===== src/rtl/merge_logic_pkg.sv =====
// Shared constants and FSM encoding for the two-source merge block.
package merge_logic_pkg;

  localparam int DATA_WIDTH_DEF = 6;
  localparam int ADDR_WIDTH_DEF = 2;

  typedef enum logic [2:0] {
    ST_RESET  = 3'd0,
    ST_INIT   = 3'd1,
    ST_IDLE   = 3'd2,
    ST_ACTIVE = 3'd3,
    ST_ERROR  = 3'd4
  } state_t;

  // Traffic is only accepted once thresholds have been loaded.
  function automatic logic is_open(input state_t s);
    return (s == ST_IDLE) || (s == ST_ACTIVE) || (s == ST_ERROR);
  endfunction

endpackage


===== src/rtl/merge_logic_fifo_sync.sv =====
// Synchronous FIFO with occupancy count and a threshold-based almost-full flag.
module fifo_sync
  import merge_logic_pkg::*;
#(
  parameter int data_width    = DATA_WIDTH_DEF,
  parameter int address_width = ADDR_WIDTH_DEF
) (
  input  logic                     clk,
  input  logic                     reset,
  input  logic                     push,
  input  logic                     pop,
  input  logic [data_width-1:0]    din,
  input  logic [address_width:0]   threshold,
  input  logic                     flag_enable,
  output logic [data_width-1:0]    dout,
  output logic [address_width:0]   count,
  output logic                     full,
  output logic                     empty,
  output logic                     almost_full
);

  localparam int DEPTH = 1 << address_width;

  logic [data_width-1:0]    mem [DEPTH];
  logic [address_width-1:0] wr_ptr;
  logic [address_width-1:0] rd_ptr;
  logic                     do_push;
  logic                     do_pop;

  // A full FIFO still takes a write when the same edge frees a slot.
  assign do_pop  = pop && !empty;
  assign do_push = push && (!full || do_pop);

  assign dout        = mem[rd_ptr];
  assign full        = (count == (address_width+1)'(DEPTH));
  assign empty       = (count == '0);
  // Threshold 0 naturally forces the flag, since count >= 0 always holds.
  assign almost_full = flag_enable && (count >= threshold);

  // Pointer and occupancy bookkeeping.
  always_ff @(posedge clk) begin
    if (reset) begin
      wr_ptr <= '0;
      rd_ptr <= '0;
      count  <= '0;
    end else begin
      if (do_push) wr_ptr <= wr_ptr + address_width'(1);
      if (do_pop)  rd_ptr <= rd_ptr + address_width'(1);
      case ({do_push, do_pop})
        2'b10:   count <= count + (address_width+1)'(1);
        2'b01:   count <= count - (address_width+1)'(1);
        default: count <= count;
      endcase
    end
  end

  // Storage array; contents are don't-care while count says empty.
  always_ff @(posedge clk) begin
    if (do_push) mem[wr_ptr] <= din;
  end

endmodule


===== src/rtl/merge_logic.sv =====
// Merges two source FIFOs into one output FIFO through a round-robin arbiter.
//
//   state     | meaning
//   ----------+-----------------------------------------------------
//   ST_RESET  | held in reset, all traffic ignored
//   ST_INIT   | thresholds captured while init=1, traffic ignored
//   ST_IDLE   | all three FIFOs empty
//   ST_ACTIVE | at least one FIFO holds data
//   ST_ERROR  | overflow or empty pop seen; sticky until reset
module merge_logic
  import merge_logic_pkg::*;
#(
  parameter int data_width    = DATA_WIDTH_DEF,
  parameter int address_width = ADDR_WIDTH_DEF
) (
  input  logic                  clk,
  input  logic                  reset,
  input  logic                  init,
  input  logic [3:0]            umbral_Ds,
  input  logic [3:0]            umbral_MF,
  input  logic                  push_D0,
  input  logic                  push_D1,
  input  logic [data_width-1:0] data_in_D0,
  input  logic [data_width-1:0] data_in_D1,
  input  logic                  pop_out,
  output logic [data_width-1:0] data_out,
  output logic                  valid_out,
  output logic                  empty_out,
  output logic                  almost_full_out,
  output logic                  almost_full_D0,
  output logic                  almost_full_D1,
  output logic                  idle_out,
  output logic                  active_out,
  output logic                  error_out
);

  localparam int DEPTH = 1 << address_width;
  localparam int CW    = address_width + 1;

  state_t                state, state_next;
  logic [CW-1:0]         thr_ds, thr_mf, ds_sat, mf_sat;
  logic                  open, rr_d1, gnt0, gnt1, arb_push;
  logic                  push0, push1, pop_ok, error_event;
  logic [data_width-1:0] dout0, dout1, dout_m, arb_data;
  logic [CW-1:0]         count0, count1, count_m;
  logic                  full0, full1, full_m, empty0, empty1, empty_m;

  assign open = is_open(state);

  // Clamp raw thresholds to the FIFO depth before they are captured.
  always_comb begin
    ds_sat = (int'(umbral_Ds) > DEPTH) ? CW'(DEPTH) : CW'(umbral_Ds);
    mf_sat = (int'(umbral_MF) > DEPTH) ? CW'(DEPTH) : CW'(umbral_MF);
  end

  // Round-robin grant; only contested cycles consult the pointer.
  always_comb begin
    gnt0 = 1'b0;
    gnt1 = 1'b0;
    if (!full_m) begin
      if (!empty0 && !empty1) begin
        gnt0 = !rr_d1;
        gnt1 = rr_d1;
      end else begin
        gnt0 = !empty0;
        gnt1 = !empty1;
      end
    end
  end

  assign arb_push = gnt0 || gnt1;
  assign arb_data = gnt1 ? dout1 : dout0;
  assign push0    = push_D0 && open;
  assign push1    = push_D1 && open;
  assign pop_ok   = pop_out && open && !empty_m;

  assign error_event = (push0 && full0 && !gnt0) ||
                       (push1 && full1 && !gnt1) ||
                       (pop_out && open && empty_m);

  fifo_sync #(.data_width(data_width), .address_width(address_width)) u_fifo_d0 (
    .clk(clk), .reset(reset), .push(push0), .pop(gnt0), .din(data_in_D0),
    .threshold(thr_ds), .flag_enable(open), .dout(dout0), .count(count0),
    .full(full0), .empty(empty0), .almost_full(almost_full_D0)
  );

  fifo_sync #(.data_width(data_width), .address_width(address_width)) u_fifo_d1 (
    .clk(clk), .reset(reset), .push(push1), .pop(gnt1), .din(data_in_D1),
    .threshold(thr_ds), .flag_enable(open), .dout(dout1), .count(count1),
    .full(full1), .empty(empty1), .almost_full(almost_full_D1)
  );

  fifo_sync #(.data_width(data_width), .address_width(address_width)) u_fifo_main (
    .clk(clk), .reset(reset), .push(arb_push), .pop(pop_ok), .din(arb_data),
    .threshold(thr_mf), .flag_enable(open), .dout(dout_m), .count(count_m),
    .full(full_m), .empty(empty_m), .almost_full(almost_full_out)
  );

  assign empty_out = empty_m;

  // Next-state logic; errors win over the idle/active occupancy decision.
  always_comb begin
    state_next = state;
    case (state)
      ST_RESET: state_next = ST_INIT;
      ST_INIT:  if (!init) state_next = ST_IDLE;
      ST_IDLE, ST_ACTIVE: begin
        if (error_event)                          state_next = ST_ERROR;
        else if (|{count0, count1, count_m})      state_next = ST_ACTIVE;
        else                                      state_next = ST_IDLE;
      end
      ST_ERROR: state_next = ST_ERROR;
      default:  state_next = ST_RESET;
    endcase
  end

  // State register.
  always_ff @(posedge clk) begin
    if (reset) state <= ST_RESET;
    else       state <= state_next;
  end

  // Threshold capture and round-robin pointer (pointer set means D1 is next).
  always_ff @(posedge clk) begin
    if (reset) begin
      thr_ds <= '0;
      thr_mf <= '0;
      rr_d1  <= 1'b0;
    end else begin
      if (state == ST_INIT && init) begin
        thr_ds <= ds_sat;
        thr_mf <= mf_sat;
      end
      if (gnt0)      rr_d1 <= 1'b1;
      else if (gnt1) rr_d1 <= 1'b0;
    end
  end

  // Registered read port; data_out holds its last word between pops.
  always_ff @(posedge clk) begin
    if (reset) begin
      data_out  <= '0;
      valid_out <= 1'b0;
    end else begin
      valid_out <= pop_ok;
      if (pop_ok) data_out <= dout_m;
    end
  end

  assign idle_out   = (state == ST_IDLE);
  assign active_out = (state == ST_ACTIVE);
  assign error_out  = (state == ST_ERROR);

endmodule


===== config.mk =====
export PLATFORM = sky130hd
export DESIGN_NAME = merge_logic
export DESIGN_NICKNAME = d
export VERILOG_FILES = /design/src/rtl/merge_logic_pkg.sv /design/src/rtl/merge_logic_fifo_sync.sv /design/src/rtl/merge_logic.sv
export SDC_FILE = /design/constraint.sdc
export NUM_CORES = 1
export LEC_CHECK = 0
export ABC_AREA = 0
export BUFFER_PORTS_ARGS = -buffer_cell sky130_fd_sc_hd__buf_2
export CORE_AREA = 3 3 100 102
export CTS_CLUSTER_SIZE = 10
export DETAILED_ROUTE_END_ITERATION = 10
export DIE_AREA = 0 0 103 105
export GPL_ROUTABILITY_DRIVEN = 1
export PLACE_DENSITY_LB_ADDON = 0.3
export SLEW_MARGIN = 0
export SYNTH_ARGS = -nofsm -noshare
export SYNTH_HDL_FRONTEND = slang
export SYNTH_SLANG_ARGS = --single-unit
export TNS_END_PERCENT = 20

===== constraint.sdc =====
create_clock -name clk -period 4.5 [get_ports clk]
set_input_delay 0 -clock clk [delete_from_list [all_inputs] [get_ports clk]]
set_output_delay 0 -clock clk [all_outputs]
set_load 0.01 [all_outputs]

# == Word-level counts from Yosys, hierarchy flattened ==
# Memory sizes are Yosys's and may differ from the RTL's. A register that Yosys moved wholly into a read port is not among the register bits.
# Cells that the tools add are included.
# word_totals
mem_bits_rw,72
in_bits,26
n_memories,3
ff_bits,32
wordCells,121
output_inout_bits,14
# op_classes
eq_ne,14
magnitude_cmp,5
n_mux,26
n_reduce_logical,47
n_addsub,12
# mem_list
name,words,width,read_ports,rd_clocked_by_memory_dff,write_ports,line_no,source
u_fifo_d0.mem,4,6,1,1,1,merge_logic_fifo_sync.sv:24,logic [data_width-1:0] mem [DEPTH];
u_fifo_d1.mem,4,6,1,1,1,merge_logic_fifo_sync.sv:24,
u_fifo_main.mem,4,6,1,1,1,merge_logic_fifo_sync.sv:24,
# op_table
cell,n
logical AND 1 bit,20
case mux 3 bit (2 select lines),3
2-to-1 mux 1 bit,13
adder 2 x 1 -> 2 bit (second input constant),6
== test 3 bit (second input constant),4
zero test 3 bit,4
2-to-1 mux 3 bit,4
case mux 3 bit (4 select lines),1
adder 3 x 1 -> 3 bit (second input constant),3
>= comparator 3 bit,3
zero test 1 bit,9
OR reduction 9 bit,1
subtractor 3 x 1 -> 3 bit (second input constant),3
> comparator 4 x 3 -> 1 bit (second input constant),2
logical OR 1 bit,8
2-to-1 mux 2 bit,4
nonzero test 2 bit,4
== test 2 x 1 -> 1 bit (second input constant),3
== test 2 bit (second input constant),3
== test 3 x 2 -> 1 bit (second input constant),2
2-to-1 mux 6 bit,1
== test 3 x 1 -> 1 bit (second input constant),1
inequality test 2 bit (second input constant),1
OR reduction 2 bit,1

# == Depth between registers and ports, before layout ==
# depth
depth_word,11
ltp_mapped,12
mapped_depth_nobuf,11

# == By module ==
# Synthesis repeated with hierarchy kept, for this count alone.
# unflattened
cells_unflattened,406
hier_area_um2,5273.8
# by_module_without_submodules
module,n_inst,area_per_inst_um2,cells_per_inst,seq_area_each_um2
fifo_sync at u_fifo_d0 ...,2,1467.7,99,900.9
fifo_sync at u_fifo_main,1,1483.9,100,900.9
merge_logic,1,854.6,108,340.3

# == Worst setup path before layout ==
# Ideal clock, no wire load.
# synth_path
kind,register to register
start,register u_fifo_main.count[0]
end,register u_fifo_d0.count[2]
path_slack_ns,1.920
required_time_ns,4.429
arrival_ns,2.510
path_stages_with_launch,13
path_buffers,2
setup_ns,0.071
period_less_slack_ns,2.580
cell_sequence,dfxtp_1 -> buf_6 -> or3b_1 -> buf_6 -> a2111oi_2 -> nor2_1 -> inv_1 -> ha_1 -> inv_1 -> fa_1 -> xor2_1 -> or3_1 -> a21oi_1
# synth_via
elab_chain_len,7
word_cells_on_any_way,9
classes_between,eq/ne: 3; mux: 2; reduce/logical: 4
# synth_lines
element,line_no,source
from (decl),merge_logic_fifo_sync.sv:16,"output logic [address_width:0] count,"
from (signal assigned),merge_logic_fifo_sync.sv:50,2'b10: count <= count + (address_width+1)'(1);
from (signal assigned),merge_logic_fifo_sync.sv:51,2'b01: count <= count - (address_width+1)'(1);
from (signal assigned),merge_logic_fifo_sync.sv:52,default: count <= count;
== test 3 bit *,merge_logic_fifo_sync.sv:35,assign full = (count == (address_width+1)'(DEPTH));
2-to-1 mux 1 bit *,merge_logic.sv:60,if (!full_m) begin
logical AND 1 bit *,merge_logic_fifo_sync.sv:31,assign do_pop = pop && !empty;
logical OR 1 bit,merge_logic_fifo_sync.sv:32,assign do_push = push && (!full || do_pop);
logical AND 1 bit,merge_logic_fifo_sync.sv:32,
== test 2 x 1 -> 1 bit or == test 2 bit (tied branches),merge_logic_fifo_sync.sv:49,"case ({do_push, do_pop})"
case mux 3 bit (2 select lines) or nonzero test 2 bit (tied branches),-,
to (signal assigned),merge_logic_fifo_sync.sv:50,
to (signal assigned),merge_logic_fifo_sync.sv:51,
to (signal assigned),merge_logic_fifo_sync.sv:52,
to (decl),merge_logic_fifo_sync.sv:16,
# Mark *: on every way between the ends. The rest lies on a longest branch, timed or not.
# A chain may end at the register's enable or synchronous reset.

# == Final worst setup path ==
# layout_path
start,register u_fifo_main.count[2]
end,register u_fifo_d0.count[2]
# The elaborated chain is that of the path after synthesis.

==> results.yml <==
run_status:
  status: "finished clean"
clocking:
  h-tree-depth: 4
  cts_resized: 0
  post_cts_buffers: 0
  cts-root-buf: "clkbuf_8"
  clk_latency_ns: 0.51
  clockBufferDepth: 2
  cts_made_buffers: 17
  cts_tree: "built"
  cts.sinks: 114
  clk_pin_slew_ns: 0.06
route:
  vias: 3136
  drt_wl_total_mm: 9.505
  drtIter0Drc: 187
  first_pass_iters: 4
  drc: 0
  avgRoutedWirePerCell_um: 16.79
  ant_nets: 0
  drt-vias-per-instance: 5.541
die:
  die_x_um: 103
  io_pins: 40
  core-area_mm2: 0.009196
  initial_core_util_pct: 54.38
  fp-row-count: 35
  fp.dieH_um: 105
  die_area_mm2: 0.01082
global_route:
  grt_max_degree: 41
  grt.total_usage_pct: 19.81
  overflow: 0
  antenna_found_initial: 0
  grt_pass1_vias: 3260
  grt_pass1_wl_mm: 16.19
synth:
  synth.top_cell.area_share_pct: 43.23
  async_reset_ff_share_pct: 0
  synth_ff_type: "edfxtp_1"
  netlist_area_mm2: 0.005001
  synth.avg_cell_area_um2: 13.59
  synth_cells: 368
  ys_types: 51
  ys_warn_count: 0
  ys_seq_elements: 114
  yosys.area.top_type: "edfxtp_1"
  synth.yosys.seq_area_share_pct: 60.05
  synth_commonest_cells: "edfxtp_1 (72), dfxtp_1 (42), nor2_1 (38)"
  syn_nets: 421
  yosys-top-cells-area: "edfxtp_1 (43%), dfxtp_1 (17%), mux4_2 (8.1%)"
  synth_most_common_cell: "edfxtp_1"
  synth-edff-count: 72
pwr:
  ir_worst_vdd_mv: 0.3222
  power_leakage_nw: 2.287
  totalPowerFinal_mw: 3.540
  powerDensity_mw_per_mm2: 580.4
placed_design:
  place_congestion: 0.7553
  dp_hpwl_mm: 6.378
  place_ws_ns: 1.703
  io_buffers: 39
worst_setup_path:
  worstPathMaxFanout: 8
  worstPathArrival_ns: 3.26
  path_class: "reg2reg"
  setup.worst_path.start_class: "flip-flop"
  end_kind: "flip-flop"
  worstPathRequired_ns: 4.93
final_layout:
  drive_gt1_share_pct: 22.20
  n_antenna_cell: 0
  syn_to_final_growth_pct: 21.97
  fillerInstances: 652
  multi_input_area_mm2: 0.001837
  nets: 495
  seq_area_mm2: 0.003003
run:
  maxCapViolations: 0
min_path:
  min_path_type: "in2reg"
timing:
  tightest_slew_ns: 0.7287
  setup_violations: 0
  fmax_mhz: 353.2
  setup_slack_ns: 1.668
  finalClockSkew_ns: 0.007131
  fin_crit_ns: 2.832
  slew-limit-headroom_pct: 51.42
  setup_tns_ns: 0
  finalCritPeriodShare_pct: 62.93
  rsz0062_at_grt: "false"
  hold_violations: 0
  slew_violations: 0
cell usage in the layout (no fill, tap or decap), drive strengths merged, types with 3 or more instances in the layout:
| master | instances |
|---|---|
| mux2 | 6 |
| or3 | 5 |
| a21oi | 19 |
| mux2i | 7 |
| buf | 40 |
| ha | 24 |
| a21boi | 3 |
| clkinv | 4 |
| nor2 | 38 |
| clkinvlp | 6 |
| and2 | 5 |
| fa | 3 |
| a21o | 3 |
| nand2b | 4 |
| nor3 | 4 |
| xor2 | 12 |
| mux4 | 18 |
| o21ai | 11 |
| dfxtp | 42 |
| clkbuf | 20 |
| inv | 28 |
| nand3 | 9 |
| dlygate4sd3 | 27 |
| and3 | 8 |
| nand2 | 8 |
| edfxtp | 72 |
registers in the layout (all words and copies together), names as in the netlist, 2 cells and up, named ones only:
register and flops:
u_fifo_main.rd_ptr 2, u_fifo_d0.rd_ptr 2, thr_ds 3, u_fifo_d0.mem 24, u_fifo_main.wr_ptr 2, u_fifo_main.mem 24, u_fifo_d0.count 3, u_fifo_d1.rd_ptr 2
data_out 6, thr_mf 3, u_fifo_d0.wr_ptr 2, state 3, u_fifo_d1.count 3, u_fifo_d1.wr_ptr 2, u_fifo_d1.mem 24, u_fifo_main.count 3
worst max-delay path: stages (launching register included):
cell and delay (ns):
dfxtp_1 0.44, or3b_1 0.52, a2111oi_2 0.45, nor2_1 0.09
inv_1 0.07, ha_1 0.16, inv_1 0.06, fa_1 0.37
xor2_1 0.15, or3_1 0.31, a21oi_1 0.14
power breakdown:
| part | internal, mW | switching, mW |
|---|---|---|
| logic | 0.391 | 0.491 |
| registers | 1.32 | 0.128 |
| clock network | 0.745 | 0.462 |
| total | 2.46 | 1.08 |
final cells by class:
| cell class | instances | share of cell area, % |
|---|---|---|
| Tap cell | 111 | 2.277 |
| Inverter | 27 | 1.662 |
| Clock inverter | 12 | 1.826 |
| Clock buffer | 20 | 7.138 |
| Sequential cell | 114 | 49.23 |
| Timing Repair Buffer | 67 | 7.754 |
| Multi-Input combinational cell | 215 | 30.11 |
logic make-up (layout without fill, tap and decap cells):
family | after synthesis | in the layout | synth area share, %
and+or+nand+nor | 93 | 93 | 9.407
DFF | 114 | 114 | 60.05
AOI/OAI and AO/OA | 51 | 51 | 6.980
buffers and inverters | 39 | 126 | 3.227
adders and majority gates | 27 | 27 | 7.205
xor gates and xnor gates | 13 | 13 | 2.277
muxes | 31 | 31 | 10.86
through the flow:
stage / util [%] / hold slack [ns] / instances / instance area [um^2]
after floorplan: - / 0.09887 / 368 / 5001
after global placement: 57.44 / 0.2111 / 507 / 5283
after detailed placement: 57.44 / 0.2165 / 507 / 5283
after CTS: 66.33 / 0.02601 / 566 / 6100
after global routing: 66.33 / 0.06926 / 566 / 6100
final: 66.33 / 0.04292 / 566 / 6100
per-layer routing:
| metal | routed length, um | track usage [%] |
|---|---|---|
| met5 | 0 | 0 |
| met4 | 53 | 7.123 |
| met3 | 303 | 5.140 |
| met2 | 4915 | 32.40 |
| met1 | 4232 | 25.18 |
final timing paths:
path / from / endpoint / slack, ns / depth (start not counted)
hold / removal: reset / u_fifo_d0.count[1]$_SDFFE_PP0P_ / 0.04 / 2
hold reg to reg: thr_ds[1]$_SDFFE_PP0P_ / thr_ds[1]$_SDFFE_PP0P_ / 0.46 / 2
setup reg to reg: u_fifo_main.count[2]$_SDFFE_PP0P_ / u_fifo_d0.count[2]$_SDFFE_PP0P_ / 1.67 / 10
setup / recovery: u_fifo_main.count[2]$_SDFFE_PP0P_ / u_fifo_d0.count[2]$_SDFFE_PP0P_ / 1.67 / 10
repair_timing:
| item | 4_1_cts | 5_1_grt |
|---|---|---|
| setup endpoints to repair | 0 | 0 |
| hold buffers | 27 | 0 |
| hold endpoints to repair | 60 | 0 |
Power figures use the tool's default switching activity.
